`config.mk`:
```
export PLATFORM = sky130hd
export DESIGN_NAME = pos2num_scan
export DESIGN_NICKNAME = d
export VERILOG_FILES = /design/src/rtl/pos2num_pkg.sv /design/src/rtl/pos2num_row_enc.sv /design/src/rtl/pos2num_scan.sv
export SDC_FILE = /design/constraint.sdc
export NUM_CORES = 2
export LEC_CHECK = 0
export CAP_MARGIN = 20
export CORE_ASPECT_RATIO = 1.5
export CORE_MARGIN = 4
export CORE_UTILIZATION = 23
export CTS_BUF_LIST = sky130_fd_sc_hd__clkbuf_4 sky130_fd_sc_hd__clkbuf_8
export CTS_CLUSTER_SIZE = 20
export DETAILED_ROUTE_END_ITERATION = 10
export GPL_TIMING_DRIVEN = 0
export PLACE_DENSITY_LB_ADDON = 0.1
export SETUP_SLACK_MARGIN = 0.02
export SLEW_MARGIN = 20
export SYNTH_ARGS = -nofsm -noshare
export SYNTH_HDL_FRONTEND = slang
export SYNTH_SLANG_ARGS = --single-unit
```
`constraint.sdc`:
```
create_clock -name clk -period 11.3 [get_ports clk]
set_input_delay 1.695 -clock clk [delete_from_list [all_inputs] [get_ports clk]]
set_output_delay 1.695 -clock clk [all_outputs]
set_load 0.02 [all_outputs]
```
`src/rtl/pos2num_pkg.sv`:
```
// Grid geometry and scan FSM states shared by the grid-to-index scanner and the index decoder.
package pos2num_pkg;
  localparam int GRID_ROWS = 23;
  localparam int GRID_COLS = 31;
  localparam int GRID_N    = GRID_ROWS * GRID_COLS;
  localparam int NUM_W     = 14;
  localparam int ROW_W     = $clog2(GRID_ROWS);
  localparam int COL_W     = $clog2(GRID_COLS);

  typedef enum logic [1:0] {
    IDLE = 2'd0,
    SCAN = 2'd1,
    DONE = 2'd2
  } scan_state_t;
endpackage

```
`src/rtl/pos2num_row_enc.sv`:
```
// Combinational lowest-set-bit encoder for one grid row: hit, column of the lowest set bit,
// and whether two or more bits are set.
module pos2num_row_enc
  import pos2num_pkg::*;
#(
  parameter int COLS = GRID_COLS,
  parameter int CW   = COL_W
) (
  input  logic [COLS-1:0] i_bits,
  output logic            o_hit,
  output logic            o_two,
  output logic [CW-1:0]   o_hcol
);

  logic [COLS-1:0] w_low_clr;

  // Clearing the lowest set bit leaves something behind only if two or more were set.
  assign w_low_clr = i_bits & (i_bits - COLS'(1));
  assign o_hit     = |i_bits;
  assign o_two     = |w_low_clr;

  always_comb begin
    o_hcol = '0;
    for (int i = COLS - 1; i >= 0; i--) begin
      if (i_bits[i]) o_hcol = CW'(i);
    end
  end

endmodule

```
`src/rtl/pos2num_scan.sv`:
```
// One-hot ROWS x COLS grid to linear index (row*COLS+col), one row per clock via start/done.
// done pulses one cycle, ROWS edges after the start edge; start is ignored unless IDLE.
module pos2num_scan
  import pos2num_pkg::*;
#(
  parameter int ROWS   = GRID_ROWS,
  parameter int COLS   = GRID_COLS,
  parameter int NUM_WD = NUM_W,
  parameter int ROW_WD = ROW_W,
  parameter int COL_WD = COL_W
) (
  input  logic                 clk,
  input  logic                 rst_n,
  input  logic                 start,
  input  logic [ROWS*COLS-1:0] grid,
  output logic                 busy,
  output logic                 done,
  output logic                 found,
  output logic                 multi,
  output logic [ROW_WD-1:0]    row,
  output logic [COL_WD-1:0]    col,
  output logic [NUM_WD-1:0]    num
);

  scan_state_t           r_state;
  scan_state_t           w_state_nxt;
  logic [ROWS*COLS-1:0]  r_snap;
  logic [ROW_WD-1:0]     r_rc;
  logic [NUM_WD-1:0]     r_base;
  logic                  r_busy;
  logic                  r_done;
  logic                  r_found;
  logic                  r_multi;
  logic [ROW_WD-1:0]     r_row;
  logic [COL_WD-1:0]     r_col;
  logic [NUM_WD-1:0]     r_num;

  logic                  w_hit;
  logic                  w_two;
  logic [COL_WD-1:0]     w_hcol;
  logic                  w_last_row;

  // The snapshot shifts down one row per scan step, so the current row is always the low slice.
  pos2num_row_enc #(
    .COLS (COLS),
    .CW   (COL_WD)
  ) u_row_enc (
    .i_bits (r_snap[COLS-1:0]),
    .o_hit  (w_hit),
    .o_two  (w_two),
    .o_hcol (w_hcol)
  );

  assign w_last_row = (r_rc == ROW_WD'(ROWS - 1));

  always_comb begin
    w_state_nxt = r_state;
    case (r_state)
      IDLE:    if (start) w_state_nxt = SCAN;
      SCAN:    if (w_last_row) w_state_nxt = DONE;
      DONE:    w_state_nxt = IDLE;
      default: w_state_nxt = IDLE;
    endcase
  end

  always_ff @(posedge clk or negedge rst_n) begin
    if (!rst_n) begin
      r_state <= IDLE;
      r_snap  <= '0;
      r_rc    <= '0;
      r_base  <= '0;
      r_busy  <= 1'b0;
      r_done  <= 1'b0;
      r_found <= 1'b0;
      r_multi <= 1'b0;
      r_row   <= '0;
      r_col   <= '0;
      r_num   <= '0;
    end else begin
      r_state <= w_state_nxt;
      r_busy  <= (w_state_nxt == SCAN);
      r_done  <= (w_state_nxt == DONE);
      case (r_state)
        IDLE: begin
          if (start) begin
            r_snap  <= grid;
            r_rc    <= '0;
            r_base  <= '0;
            r_found <= 1'b0;
            r_multi <= 1'b0;
            r_row   <= '0;
            r_col   <= '0;
            r_num   <= '0;
          end
        end
        SCAN: begin
          if (w_hit && !r_found) begin
            r_row   <= r_rc;
            r_col   <= w_hcol;
            r_num   <= r_base + NUM_WD'(w_hcol);
            r_found <= 1'b1;
          end
          if ((w_hit && r_found) || w_two) r_multi <= 1'b1;
          r_snap <= r_snap >> COLS;
          r_rc   <= r_rc + ROW_WD'(1);
          r_base <= r_base + NUM_WD'(COLS);
        end
        default: ;
      endcase
    end
  end

  assign busy  = r_busy;
  assign done  = r_done;
  assign found = r_found;
  assign multi = r_multi;
  assign row   = r_row;
  assign col   = r_col;
  assign num   = r_num;

endmodule

```
After elaboration in Yosys (flattened, before gate mapping)
Cells that the tools add are included.
{"block": "word_totals", "register_bits": 762, "wordCells": 85}
{"block": "op_classes", "addsub": 4, "eq_ne": 7, "mux": 51, "n_bitwise": 1, "n_reduce_logical": 11}
{"operator": "$pmux W713 S2", "n": 1}
{"operator": "$mux W713", "n": 1}
{"operator": "$mux W5", "n": 34}
{"operator": "$reduce_or A31 Y1", "n": 2}
{"operator": "$pmux W14 S2", "n": 2}
{"operator": "$and A31 B31 Y31", "n": 1}
{"operator": "$sub A31 B1 Y31 const B", "n": 1}
{"operator": "$pmux W5 S2", "n": 3}
{"operator": "$mux W14", "n": 2}
{"operator": "$add A14 B5 Y14", "n": 1}
{"operator": "$add A14 B5 Y14 const B", "n": 1}
{"operator": "$ne A2 B2 Y1 const B", "n": 3}
{"operator": "$reduce_and A3 Y1", "n": 2}
{"operator": "$add A5 B1 Y5 const B", "n": 1}
{"operator": "$eq A5 B5 Y1 const B", "n": 1}
{"operator": "$eq A2 B1 Y1 const B", "n": 2}
{"operator": "$mux W2", "n": 2}
{"operator": "$pmux W1 S2", "n": 2}
{"operator": "$pmux W2 S2", "n": 1}
{"operator": "$mux W1", "n": 3}
{"operator": "$eq A2 B2 Y1 const B", "n": 1}
{"operator": "$logic_and A1 B1 Y1", "n": 2}
{"operator": "$logic_not A2 Y1", "n": 1}
{"operator": "$reduce_and A2 Y1", "n": 1}
{"operator": "3 further kinds", "n": 3}

Longest topological paths before layout
{"block": "logic_depth", "word_depth": 34, "ltp_mapped": 14, "mapped_depth_nobuf": 14}

Hierarchy
From an unflattened synthesis, not the netlist that was laid out.
{"block": "hier_totals", "cells_unflattened": 4134, "area_unflattened_um2": 34581.9}
{"mod": "pos2num_scan", "n_inst": 1, "cells_per_inst": 4022, "area_per_inst_um2": 33931.3, "seq_area_each_um2": 19068.3}
{"mod": "pos2num_row_enc", "n_inst": 1, "cells_per_inst": 112, "area_per_inst_um2": 650.6, "seq_area_each_um2": 0.0}

Worst setup path before layout
Ideal clock, no wire load.
{"block": "synth_path", "kind": "reg-to-reg", "from": "reg r_snap[29]", "to": "reg r_num[13], in the netlist num[13]", "arrival_time_ns": 3.517, "required_time_ns": 11.217, "setup_slack_ns": 7.700, "stages_incl_launch_ff": 15, "synth_period_minus_slack_ns": 3.600, "path_cell_list": "dfrtp_1 or3b_2 a211o_1 a211oi_1 nor3_1 o311a_1 o21ai_0 ha_1 a21o_1 a21oi_1 a2111oi_0 nor3_1 nor3_1 xnor2_1 o21ai_0"}
{"block": "synth_via", "elab_chain_len": 33}
{"element": "from (decl)", "line": "pos2num_scan.sv:27", "rtl": "logic [ROWS*COLS-1:0] r_snap;"}
{"element": "from (signal assigned)", "line": "pos2num_scan.sv:86", "rtl": "r_snap <= grid;"}
{"element": "from (signal assigned)", "line": "pos2num_scan.sv:104", "rtl": "r_snap <= r_snap >> COLS;"}
{"element": "$mux W5 (30 in a row)", "line": "pos2num_row_enc.sv:25", "rtl": "if (i_bits[i]) o_hcol = CW'(i);"}
{"element": "$add A14 B5 Y14", "line": "pos2num_scan.sv:100", "rtl": "r_num <= r_base + NUM_WD'(w_hcol);"}
{"element": "$mux W14", "line": "pos2num_scan.sv:97", "rtl": "if (w_hit && !r_found) begin"}
{"element": "$pmux W14 S2", "line": "pos2num_scan.sv:83", "rtl": "case (r_state)"}
{"element": "to (signal assigned)", "line": "pos2num_scan.sv:100"}
{"element": "to (decl)", "line": "pos2num_scan.sv:36", "rtl": "logic [NUM_WD-1:0] r_num;"}
Parallel ways exist; a longest one is shown, timed or not. The select of a mux whose other input is x is not followed.
A chain may end at the register's enable or synchronous reset.

Worst setup path in the final report
{"block": "layout_path", "from": "reg r_snap[28]", "to": "reg r_num[7], in the netlist num[7]"}
{"block": "layout_via", "elab_chain_len": 32}
{"element": "$mux W5 (29 in a row)", "line": "pos2num_row_enc.sv:25"}
{"element": "$add A14 B5 Y14", "line": "pos2num_scan.sv:100"}
{"element": "$mux W14", "line": "pos2num_scan.sv:97"}
{"element": "$pmux W14 S2", "line": "pos2num_scan.sv:83"}
Parallel ways exist; a longest one is shown, timed or not. The select of a mux whose other input is x is not followed.

==> key figures <==
Logic synthesis
  – Post-Syn Area per Cell: 8.278 sq um
  – Post-synthesis cell type count: 56
  – Synth Cell Area: 34310 sq um
  – Synth top area cells: dfrtp_1 (56%), nand2_1 (15%), a31oi_1 (12%), nor2_1 (7.7%), clkbuf_1 (3.2%)
  – Sequential fraction of the synthesis area: 55.57%
  – Syn Inst Count: 4145
  – Yosys reg bits: 762
  – Cell type with the largest total area after synthesis: dfrtp_1
  – Synth Flop Type: dfrtp_1
  – Number of synthesized flops with an enable pin: 0
  – Yosys warns: 0
  – Synth Net Count: 4869
  – Ys async rst share: 100.0%
  – Yosys top cell area share: 55.57%

Drt
  – Antenna Nets Post-Route: 0
  – Metal3 WL: 13500 um
  – Met1 Wirelength: 70470 um
  – Drt total wl: 175700 um
  – Drt pass-1 iters: 5
  – Vias per Instance: 4.671
  – Metal2 WL: 84080 um
  – Max Used Layer: met5
  – WL per Instance: 24.77 um
  – Vias: 33.13k
  – Initial DRC Count: 1941
  – Drt drc: 0

Global routing
  – Vias in the first global route: 35.63k
  – Initial antenna violation count: 91
  – Largest net degree at the start of global routing: 128
  – Grt total ovfl: 0
  – First-pass GRT wire length: 250300 um
  – Total GRT Usage: 22.21%

Floorplanning
  – Die height: 481.1 um
  – Die span in x: 323.4 um
  – Core ar.: 148300 sq um
  – Ports: 744
  – Die area: 155600 sq um
  – Rows: 173
  – Initial core utilization: 23.14%

Cells and area
  – Final #Nets: 5761
  – Seq. cell area: 19070 sq um
  – Leading cell types in the layout, fill and taps excluded: nand2_1 (1398), dfrtp_1 (762), clkdlybuf4s50_1 (742), nor2_1 (707), a31oi_1 (685)
  – Share of layout cells above drive strength 1: 5.178%
  – Layout Utilization: 31.94%
  – Area of the multi-input gates: 13960 sq um
  – Commonest non-fill, non-tap cell in the layout: nand2_1
  – Fillers: 15.95k
  – P&R area growth vs syn: 38.03%

Timing
  – Post-route setup TNS: 0 ns
  – Count of final hold-check violations: 0
  – Final Critical Period: 4.608 ns
  – Final period util: 40.77%
  – Worst Skew: 0.04708 ns
  – RSZ-0062 raised after global routing: no
  – Final-report setup violation count: 0
  – Slew headroom: 30.82%
  – Min Hold Slack: 0.4964 ns
  – Worst-Margin Slew: 1.030 ns
  – Slew Viols, Final: 0
  – Max Clk Rate: 217.0 MHz

Setup path
  – WS Path Type: reg2reg
  – Setup crit end kind: flop
  – Critical-path top delay cell: nor3_1
  – Critical Path Fanout Max: 8
  – Worst Path Arrival: 5.32 ns
  – Critical Path RT: 12.01 ns
  – CP startpoint kind: flop
  – CP peak stage delay: 0.65 ns
  – Cell Chain, Critical Path: or3b_2 > a211o_1 > a211oi_1 > nor3_1 > o311a_1 > o21ai_0 > ha_1 > a21o_1 > a21oi_1 > a2111oi_0 > nor3_1 > nor2_1 > xnor2_1 > o21ai_0

Clock network
  – Worst skew pair latency: 0.88 ns
  – CTS tree: done
  – Clock buffer depth: 3
  – Post-CTS setup repair buffer count: 0
  – Reg clk slew, reported paths: 0.07 ns
  – Total CTS buffers: 140
  – Clk root buf: clkbuf_8
  – # H-tree levels: 4
  – Hold_buf cts: 0
  – CTS sink cnt: 762
  – CTS-repair resized insts: 0

Outcome
  – Status: finished, final reports clean

Place
  – Dpl hpwl: 142100 um
  – Gpl congestion: 0.9515
  – PortBufs: 743

Min path
  – Hold Path Class: reg2reg

Pwr
  – Max IR drop VDD: 0.08342 mV
  – PD cells: 268.7 nW/um^2
  – Leak: 20.56 nW

Run
  – Max-Cap Viols: 0
==> sequential cells by signal, indices dropped and copies added, names as in the netlist <==
register	cells
multi	1
busy	1
r_base	14
r_snap	713
row	5
col	5
num	14
done	1
r_state	2
found	1
r_rc	5
==> synthesized netlist by cell type (3+ instances only) <==
| master | n |
|---|---|
| a211oi_1 | 8 |
| a21o_1 | 4 |
| a21oi_1 | 12 |
| a22o_1 | 31 |
| a31oi_1 | 685 |
| and2_1 | 3 |
| and3_1 | 4 |
| buf_1 | 34 |
| buf_2 | 3 |
| clkbuf_1 | 290 |
| dfrtp_1 | 762 |
| ha_1 | 7 |
| inv_1 | 14 |
| maj3_1 | 4 |
| nand2_1 | 1398 |
| nand2b_1 | 3 |
| nand3_1 | 30 |
| nand4_1 | 4 |
| nor2_1 | 708 |
| nor2b_1 | 4 |
| nor3_1 | 14 |
| nor4_1 | 5 |
| o211ai_1 | 5 |
| o21ai_0 | 48 |
| o31ai_1 | 5 |
| o41ai_1 | 4 |
| or3_1 | 7 |
| or4_1 | 3 |
| xnor2_1 | 13 |
==> cell families (layout without fill, tap and decap cells) <==
family / count (synthesis) / count (layout) / synth area share, %
AO/OA/AOI/OAI: 820 / 820 / 15.18
XOR/XNOR: 15 / 15 / 0.3829
adder cells (fa/ha/maj): 13 / 13 / 0.4631
buffers and inverters: 342 / 1334 / 3.756
flip-flops: 762 / 762 / 55.57
other: 0 / 31 / 0
AND/OR/NAND/NOR: 2193 / 2193 / 24.65
==> final timing paths <==
kind | startpoint | end | slack [ns] | cells after the start
worst max-delay path | r_snap[28]$_DFFE_PN0P_ | num[7]$_DFFE_PN0P_ | 6.69 | 14
worst min-delay path | r_snap[690]$_DFFE_PN0P_ | r_snap[690]$_DFFE_PN0P_ | 0.50 | 1
worst max register to register | r_snap[28]$_DFFE_PN0P_ | num[7]$_DFFE_PN0P_ | 6.69 | 14
worst min register to register | r_snap[690]$_DFFE_PN0P_ | r_snap[690]$_DFFE_PN0P_ | 0.50 | 1
max in group asynchronous | rst_n | r_snap[509]$_DFFE_PN0P_ | 8.27 | 4
min in group asynchronous | rst_n | r_snap[109]$_DFFE_PN0P_ | 0.76 | 1
==> layout make-up <==
class / count / area share [%]
tap: 1925 / 5.086
inverter: 14 / 0.1110
buffer: 328 / 2.618
multi-input combinational: 3041 / 29.48
antenna: 31 / 0.1638
sequential: 762 / 40.26
clock inverter: 21 / 0.3804
clock buffer: 221 / 5.749
timing repair buffer: 750 / 16.15
==> metal layers <==
metal,GRT usage (%),vias up
met4,8.379,110
met3,7.301,327
met1,25.79,15762
met5,0,-
li1,-,15859
met2,37.95,1076
==> report_power, final <==
part / switching (mW) / internal (mW) / total, mW
clock network: 1.28 / 1.55 / 2.83
logic: 3.14 / 1.79 / 4.92
registers: 0.961 / 4.01 / 4.97
total: 5.38 / 7.35 / 12.7
==> critical path, delay by kind of cell, from the launching register on <==
family / cells / cell delay (ns)
simple gates: 4 / 1.35
flops: 1 / 0.53
xor+xnor: 1 / 0.26
fa+ha+maj: 1 / 0.33
compound gates: 8 / 1.98
==> per-stage QoR <==
step           area (sq um)  total power, mW  std cells  worst slack (ns)
6_report              47360            12.73       7093             6.692
2_1_floorplan         34310            7.669       4145             7.700
3_5_place_dp          44380            10.03       6820             5.950
4_1_cts               47280            12.96       7062             6.689
3_3_place_gp          44160            9.980       6813            -29.86
5_1_grt               47290            13.68       7063             6.375
No activity file was read; power rests on OpenSTA's default activity.
